--- src/rtl/slave_bridge.sv ---
// CPU-to-slave-microcontroller bridge: latches the CPU access onto the slave ports,
// pulses the slave IRQ, waits for slave DTACK and returns the slave byte to the CPU.
// Optional macro SLAVE_BRIDGE_TIMEOUT_EN adds a forced termination when DTACK never arrives.
//
// state      | meaning
// IDLE       | waiting for cs with a byte strobe
// DELAY      | counting IRQ_DELAY clocks before the slave IRQ pulse
// WAIT_DTACK | waiting for a rising edge on the slave DTACK line
// ACK        | one-cycle bus_ack to the CPU
// RELEASE    | waiting for cs to drop so a held strobe cannot retrigger
module slave_bridge #(
    parameter int IRQ_DELAY = 20,
    parameter int TIMEOUT   = 4096
) (
    input  logic        clk,
    input  logic        reset,
    input  logic        cs,
    input  logic [6:0]  cpu_addr,
    input  logic [15:0] cpu_din,
    input  logic        cpu_uds,
    input  logic        cpu_lds,
    input  logic        cpu_write_strobe,
    output logic [15:0] cpu_dout,
    output logic        bus_ack,
    output logic [7:0]  uc_porta_in,
    input  logic [7:0]  uc_porta_out,
    output logic [1:0]  uc_portc_addr,
    output logic        uc_portd_rw,
    output logic        uc_irq_n,
    input  logic        dtackslaven,
    input  logic        in2in,
    output logic        cpu_in2
);

    typedef enum logic [2:0] {IDLE, DELAY, WAIT_DTACK, ACK, RELEASE} state_t;

    state_t      state;
    logic [7:0]  dly_cnt;
    logic        dtack_q;
    logic        dtack_rise;
    logic        unused_bits;
`ifdef SLAVE_BRIDGE_TIMEOUT_EN
    logic [15:0] to_cnt;
`endif

    assign dtack_rise  = dtackslaven & ~dtack_q;
    assign unused_bits = ^{cpu_addr[6:2], cpu_din[15:8]};

    always_ff @(posedge clk) begin
        if (reset) begin
            state         <= IDLE;
            dly_cnt       <= 8'd0;
            dtack_q       <= 1'b0;
            bus_ack       <= 1'b0;
            uc_irq_n      <= 1'b1;
            cpu_dout      <= 16'h0000;
            uc_porta_in   <= 8'hFF;
            uc_portc_addr <= 2'b11;
            uc_portd_rw   <= 1'b1;
            cpu_in2       <= 1'b0;
`ifdef SLAVE_BRIDGE_TIMEOUT_EN
            to_cnt        <= 16'd0;
`endif
        end else begin
            dtack_q  <= dtackslaven;
            cpu_in2  <= ~in2in;
            bus_ack  <= 1'b0;
            uc_irq_n <= 1'b1;
            case (state)
                IDLE: begin
                    if (cs && (cpu_uds || cpu_lds)) begin
                        uc_porta_in   <= cpu_din[7:0];
                        uc_portc_addr <= cpu_addr[1:0];
                        uc_portd_rw   <= ~cpu_write_strobe;
                        dly_cnt       <= 8'(IRQ_DELAY);
                        state         <= DELAY;
                    end
                end
                DELAY: begin
                    dly_cnt <= dly_cnt - 8'd1;
                    // Abort takes priority so a pending IRQ pulse is never issued.
                    if (!cs) begin
                        state <= IDLE;
                    end else if (dly_cnt == 8'd1) begin
                        uc_irq_n <= 1'b0;
                        state    <= WAIT_DTACK;
`ifdef SLAVE_BRIDGE_TIMEOUT_EN
                        to_cnt   <= 16'(TIMEOUT);
`endif
                    end
                end
                WAIT_DTACK: begin
                    if (!cs) begin
                        state <= IDLE;
                    end else if (dtack_rise) begin
                        cpu_dout <= {uc_porta_out, uc_porta_out};
                        state    <= ACK;
                    end
`ifdef SLAVE_BRIDGE_TIMEOUT_EN
                    else if (to_cnt == 16'd1) begin
                        to_cnt   <= 16'd0;
                        cpu_dout <= 16'hFFFF;
                        state    <= ACK;
                    end else begin
                        to_cnt <= to_cnt - 16'd1;
                    end
`endif
                end
                ACK: begin
                    bus_ack <= 1'b1;
                    state   <= RELEASE;
                end
                RELEASE: begin
                    if (!cs) state <= IDLE;
                end
                default: state <= IDLE;
            endcase
        end
    end

endmodule

--- config.mk ---
export PLATFORM = sky130hd
export DESIGN_NAME = slave_bridge
export DESIGN_NICKNAME = d
export VERILOG_FILES = /design/src/rtl/slave_bridge.sv
export SDC_FILE = /design/constraint.sdc
export NUM_CORES = 1
export LEC_CHECK = 0
export BUFFER_PORTS_ARGS = -buffer_cell sky130_fd_sc_hd__buf_4
export CORE_MARGIN = 1
export CORE_UTILIZATION = 42
export CTS_CLUSTER_DIAMETER = 30
export DETAILED_ROUTE_END_ITERATION = 8
export GPL_TIMING_DRIVEN = 0
export PLACE_DENSITY_LB_ADDON = 0.25
export SLEW_MARGIN = 20
export SYNTH_ARGS = -nofsm -noshare
export SYNTH_HDL_FRONTEND = slang
export SYNTH_SLANG_ARGS = --single-unit
export TNS_END_PERCENT = 20
--- constraint.sdc ---
create_clock -name clk -period 1.7 [get_ports clk]
set_clock_uncertainty 0.1 [all_clocks]
set_input_delay 0.085 -clock clk [delete_from_list [all_inputs] [get_ports clk]]
set_output_delay 0.085 -clock clk [all_outputs]
set_load 0.005 [all_outputs]
==> run_results.csv <==
group,metric,value,unit
run_status,outcome,"completed",
worst_setup_path,worstSetupPathType,"flip-flop to flip-flop",
finish,multi_input_area,714,um2
finish,syn2layout_area_growth,52.3,%
synthesis,yosys-top-cells-area,"dfxtp_1, nand2_1, nand3b_1",
synthesis,synth-seq-cells,34,
place,place.gp.congestion,0.845,
synthesis,synth_area,1530,um2
global_route,grt_pass1_vias,1341,
global_route,grt_max_degree,11,
finish,instances_no_fill,306,
finish,fin_area,2330,um2
power,p_per_area,1280,nW/um2
timing,fmax,588,MHz
synthesis,ys.warnings.count,0,
timing,finalSetupViolCount,0,
worst_setup_path,cp_cell_sequence,"or3b_4 -> and4bb_2 -> buf_8 -> mux2i_1 -> nor2_1",
timing,report.final.slew_viol_count,0,
finish,layout_common_cells,"buf_4, dfxtp_1, nand2_1",
drt,finalWirelength,3860,um
drt,drc_errors,0,
finish,layout.nets,300,
floorplanning,chipHeight,62.3,um
flow_run,cap_violations,0,
timing,worst_pin_slew,591,ps
worst_setup_path,arrival,1820,ps
timing,relSlewSlack,60.5,%
timing,min_period,1700,ps
clocking,cts_max_path_buffers,2,
global_route,antenna_found_initial,0,
synthesis,synth_fp_nets,213,
synthesis,avgSynthCellArea,8.88,um2
clocking,h-tree-depth,2,
finish,fillers,297,
clocking,cts_sinks,34,
worst_setup_path,worst-path-buf-inv,1,
synthesis,synth.top_cell.area_share,44.6,%
floorplanning,design.die.area,3880,um2
clocking,cts.reportedPaths.clkPinSlew,100,ps
worst_setup_path,crit_slowest_cell,"or3b_4",
finish,seq_area,688,um2
place,place_area,1990,um2
floorplanning,ioPinCount,69,
global_route,overflow,0,
synthesis,yosysTopAreaCell,"dfxtp_1",
worst_setup_path,crit_path_start_kind,"flip-flop",
place,port_buffers,54,
timing,hold_ws,2.93,ps
clocking,worstSkewPairLatency,340,ps
power,vdd_drop_max,0.758,mV
drt,drt_iter0_drc,90,
floorplanning,fp.dieW,62.3,um
synthesis,syn_inst,172,
clocking,root_buffer,"clkbuf_4",
finish,final_common_cell,"buf_4",
floorplanning,fp.coreArea,3420,um2
global_route,grt.total_usage,20.0,%
worst_setup_path,crit_fanout,8,
worst_hold_path,hp-class,"primary input to flip-flop",
drt,firstDrtPassIters,4,
timing,fin_ws,0.122,ps
finish,num_antenna_cells,0,
worst_setup_path,worstPathRequired,1820,ps
floorplanning,num_rows,21,
worst_setup_path,cp_top_family,"simple AND/OR/NAND/NOR gates",
place,place_hpwl,2430,um
timing,post-route-period-util,100,%
place,dpl_worst_slack,-91.5,ps
clocking,numCtsBuffers,5,
drt,wl_per_cell,12.6,um
worst_setup_path,crit_path_end_kind,"flip-flop",
drt,drt-vias-per-instance,4.84,
global_route,grt_pass1_wl,6070,um
drt,vias,1481,
drt,drtAntennaViolNets,0,
clocking,cts_tree,"done",
worst_setup_path,cpPeakStageDelay,390,ps
floorplanning,start_util,44.7,%
synthesis,ys_types,38,
timing,hold_viol_final,0,
timing,rsz0062_at_grt,"yes",
power,p_leak,1.03,nW
timing,setup_tns,0,ps
finish,drive_gt1_share,33.5,%
place,dp_cells,272,
synthesis,ys_seq_area_share,44.6,%
[per-layer routing]
layer,global-route usage [%],vias up,share of wire (%),routed length [um]
li1,-,761,-,-
met1,23.4,678,44,1710
met2,34.8,38,50,1940
met3,6.07,4,4.6,178
met4,6.10,0,0.86,33
met5,0,-,0,0
[final timing paths]
path                                                     to  slack [ps]                   startpoint  cells past startpoint
worst max-delay path               cpu_dout[9]$_SDFFE_PP0P_         0.1        state[0]$_SDFFE_PP0P_                      5
worst min-delay path                     dtack_q$_SDFF_PP0_           3                        reset                      2
worst max register to register     cpu_dout[9]$_SDFFE_PP0P_         0.1        state[0]$_SDFFE_PP0P_                      5
worst min register to register  uc_porta_in[5]$_SDFFE_PP1P_         370  uc_porta_in[5]$_SDFFE_PP1P_                      2
[kinds of logic after synthesis]
| kind of cell | Yosys count | synth area share [%] |
|---|---|---|
| and+or+nand+nor | 81 | 28.4 |
| DFF | 34 | 44.6 |
| AOI/OAI and AO/OA | 26 | 11.5 |
| buffers and inverters | 21 | 8.68 |
| muxes | 8 | 5.24 |
| adders and majority gates | 2 | 1.64 |
[power breakdown]
group	internal, mW	leakage (nW)	switching [mW]	total, mW
clock	0.312	0.0395	0.268	0.580
sequential	0.998	0.280	0.157	1.16
combinational	0.643	0.707	0.595	1.24
total	1.95	1.03	1.02	2.97
[sequential cells by signal (all words and copies together) (netlist names)]
name	cells
cpu_dout	8
dly_cnt	8
uc_porta_in	8
state	3
uc_portc_addr	2
bus_ack	1
cpu_in2	1
dtack_q	1
uc_irq_n	1
uc_portd_rw	1
[metrics by stage]
stage	utilization, %	power [mW]
after floorplan	-	1.93
after global placement	58.3	2.28
after detailed placement	58.3	2.29
after CTS	67.4	2.91
after global routing	68.1	3.18
final	68.1	2.97
[cell type report]
| cell class | count | area share (%) |
|---|---|---|
| Sequential cell | 34 | 29.6 |
| Buffer | 16 | 4.73 |
| Clock inverter | 1 | 1.29 |
| Tap cell | 46 | 2.47 |
| Clock buffer | 7 | 1.94 |
| Timing Repair Buffer | 82 | 28.8 |
| Inverter | 3 | 0.484 |
| Multi-Input combinational cell | 117 | 30.7 |
[worst reg2reg max path, stage by stage (launching register included)]
cell      delay, ps
dfxtp_4         360
or3b_4          390
and4bb_2        340
buf_8           150
mux2i_1         190
nor2_1           50
[what timing repair did]
item / 4_1_cts / 5_1_grt
hold endpoints to repair: 22 / 0
pin swaps: 2 / 3
setup endpoints to repair: 21 / 22
hold buffers: 22 / 0
resized for setup: 4 / 1
buffers inserted: 3 / 3
[Yosys cell counts]
cell type,instances
or4_1,2
and4bb_2,1
nand3b_1,12
dfxtp_1,34
a41oi_1,1
nand2_1,24
a31oi_1,2
buf_4,8
o21bai_1,1
nor3_1,1
nand3_1,6
nor4_1,1
o21a_1,2
o221a_2,1
nor2b_1,2
o311ai_0,2
nor2_1,20
a2111o_1,1
o221ai_1,1
inv_1,3
a211o_1,1
clkbuf_1,6
nor4b_1,1
or2_1,1
ha_1,2
a21oi_1,11
buf_6,3
o21ai_0,2
mux2i_1,8
nand2b_1,2
buf_2,1
or3b_4,1
and3_1,1
nor3b_4,1
or2_2,3
a2bb2oi_1,1
or3b_2,1
or3_1,1
Power figures use the tool's default switching activity.
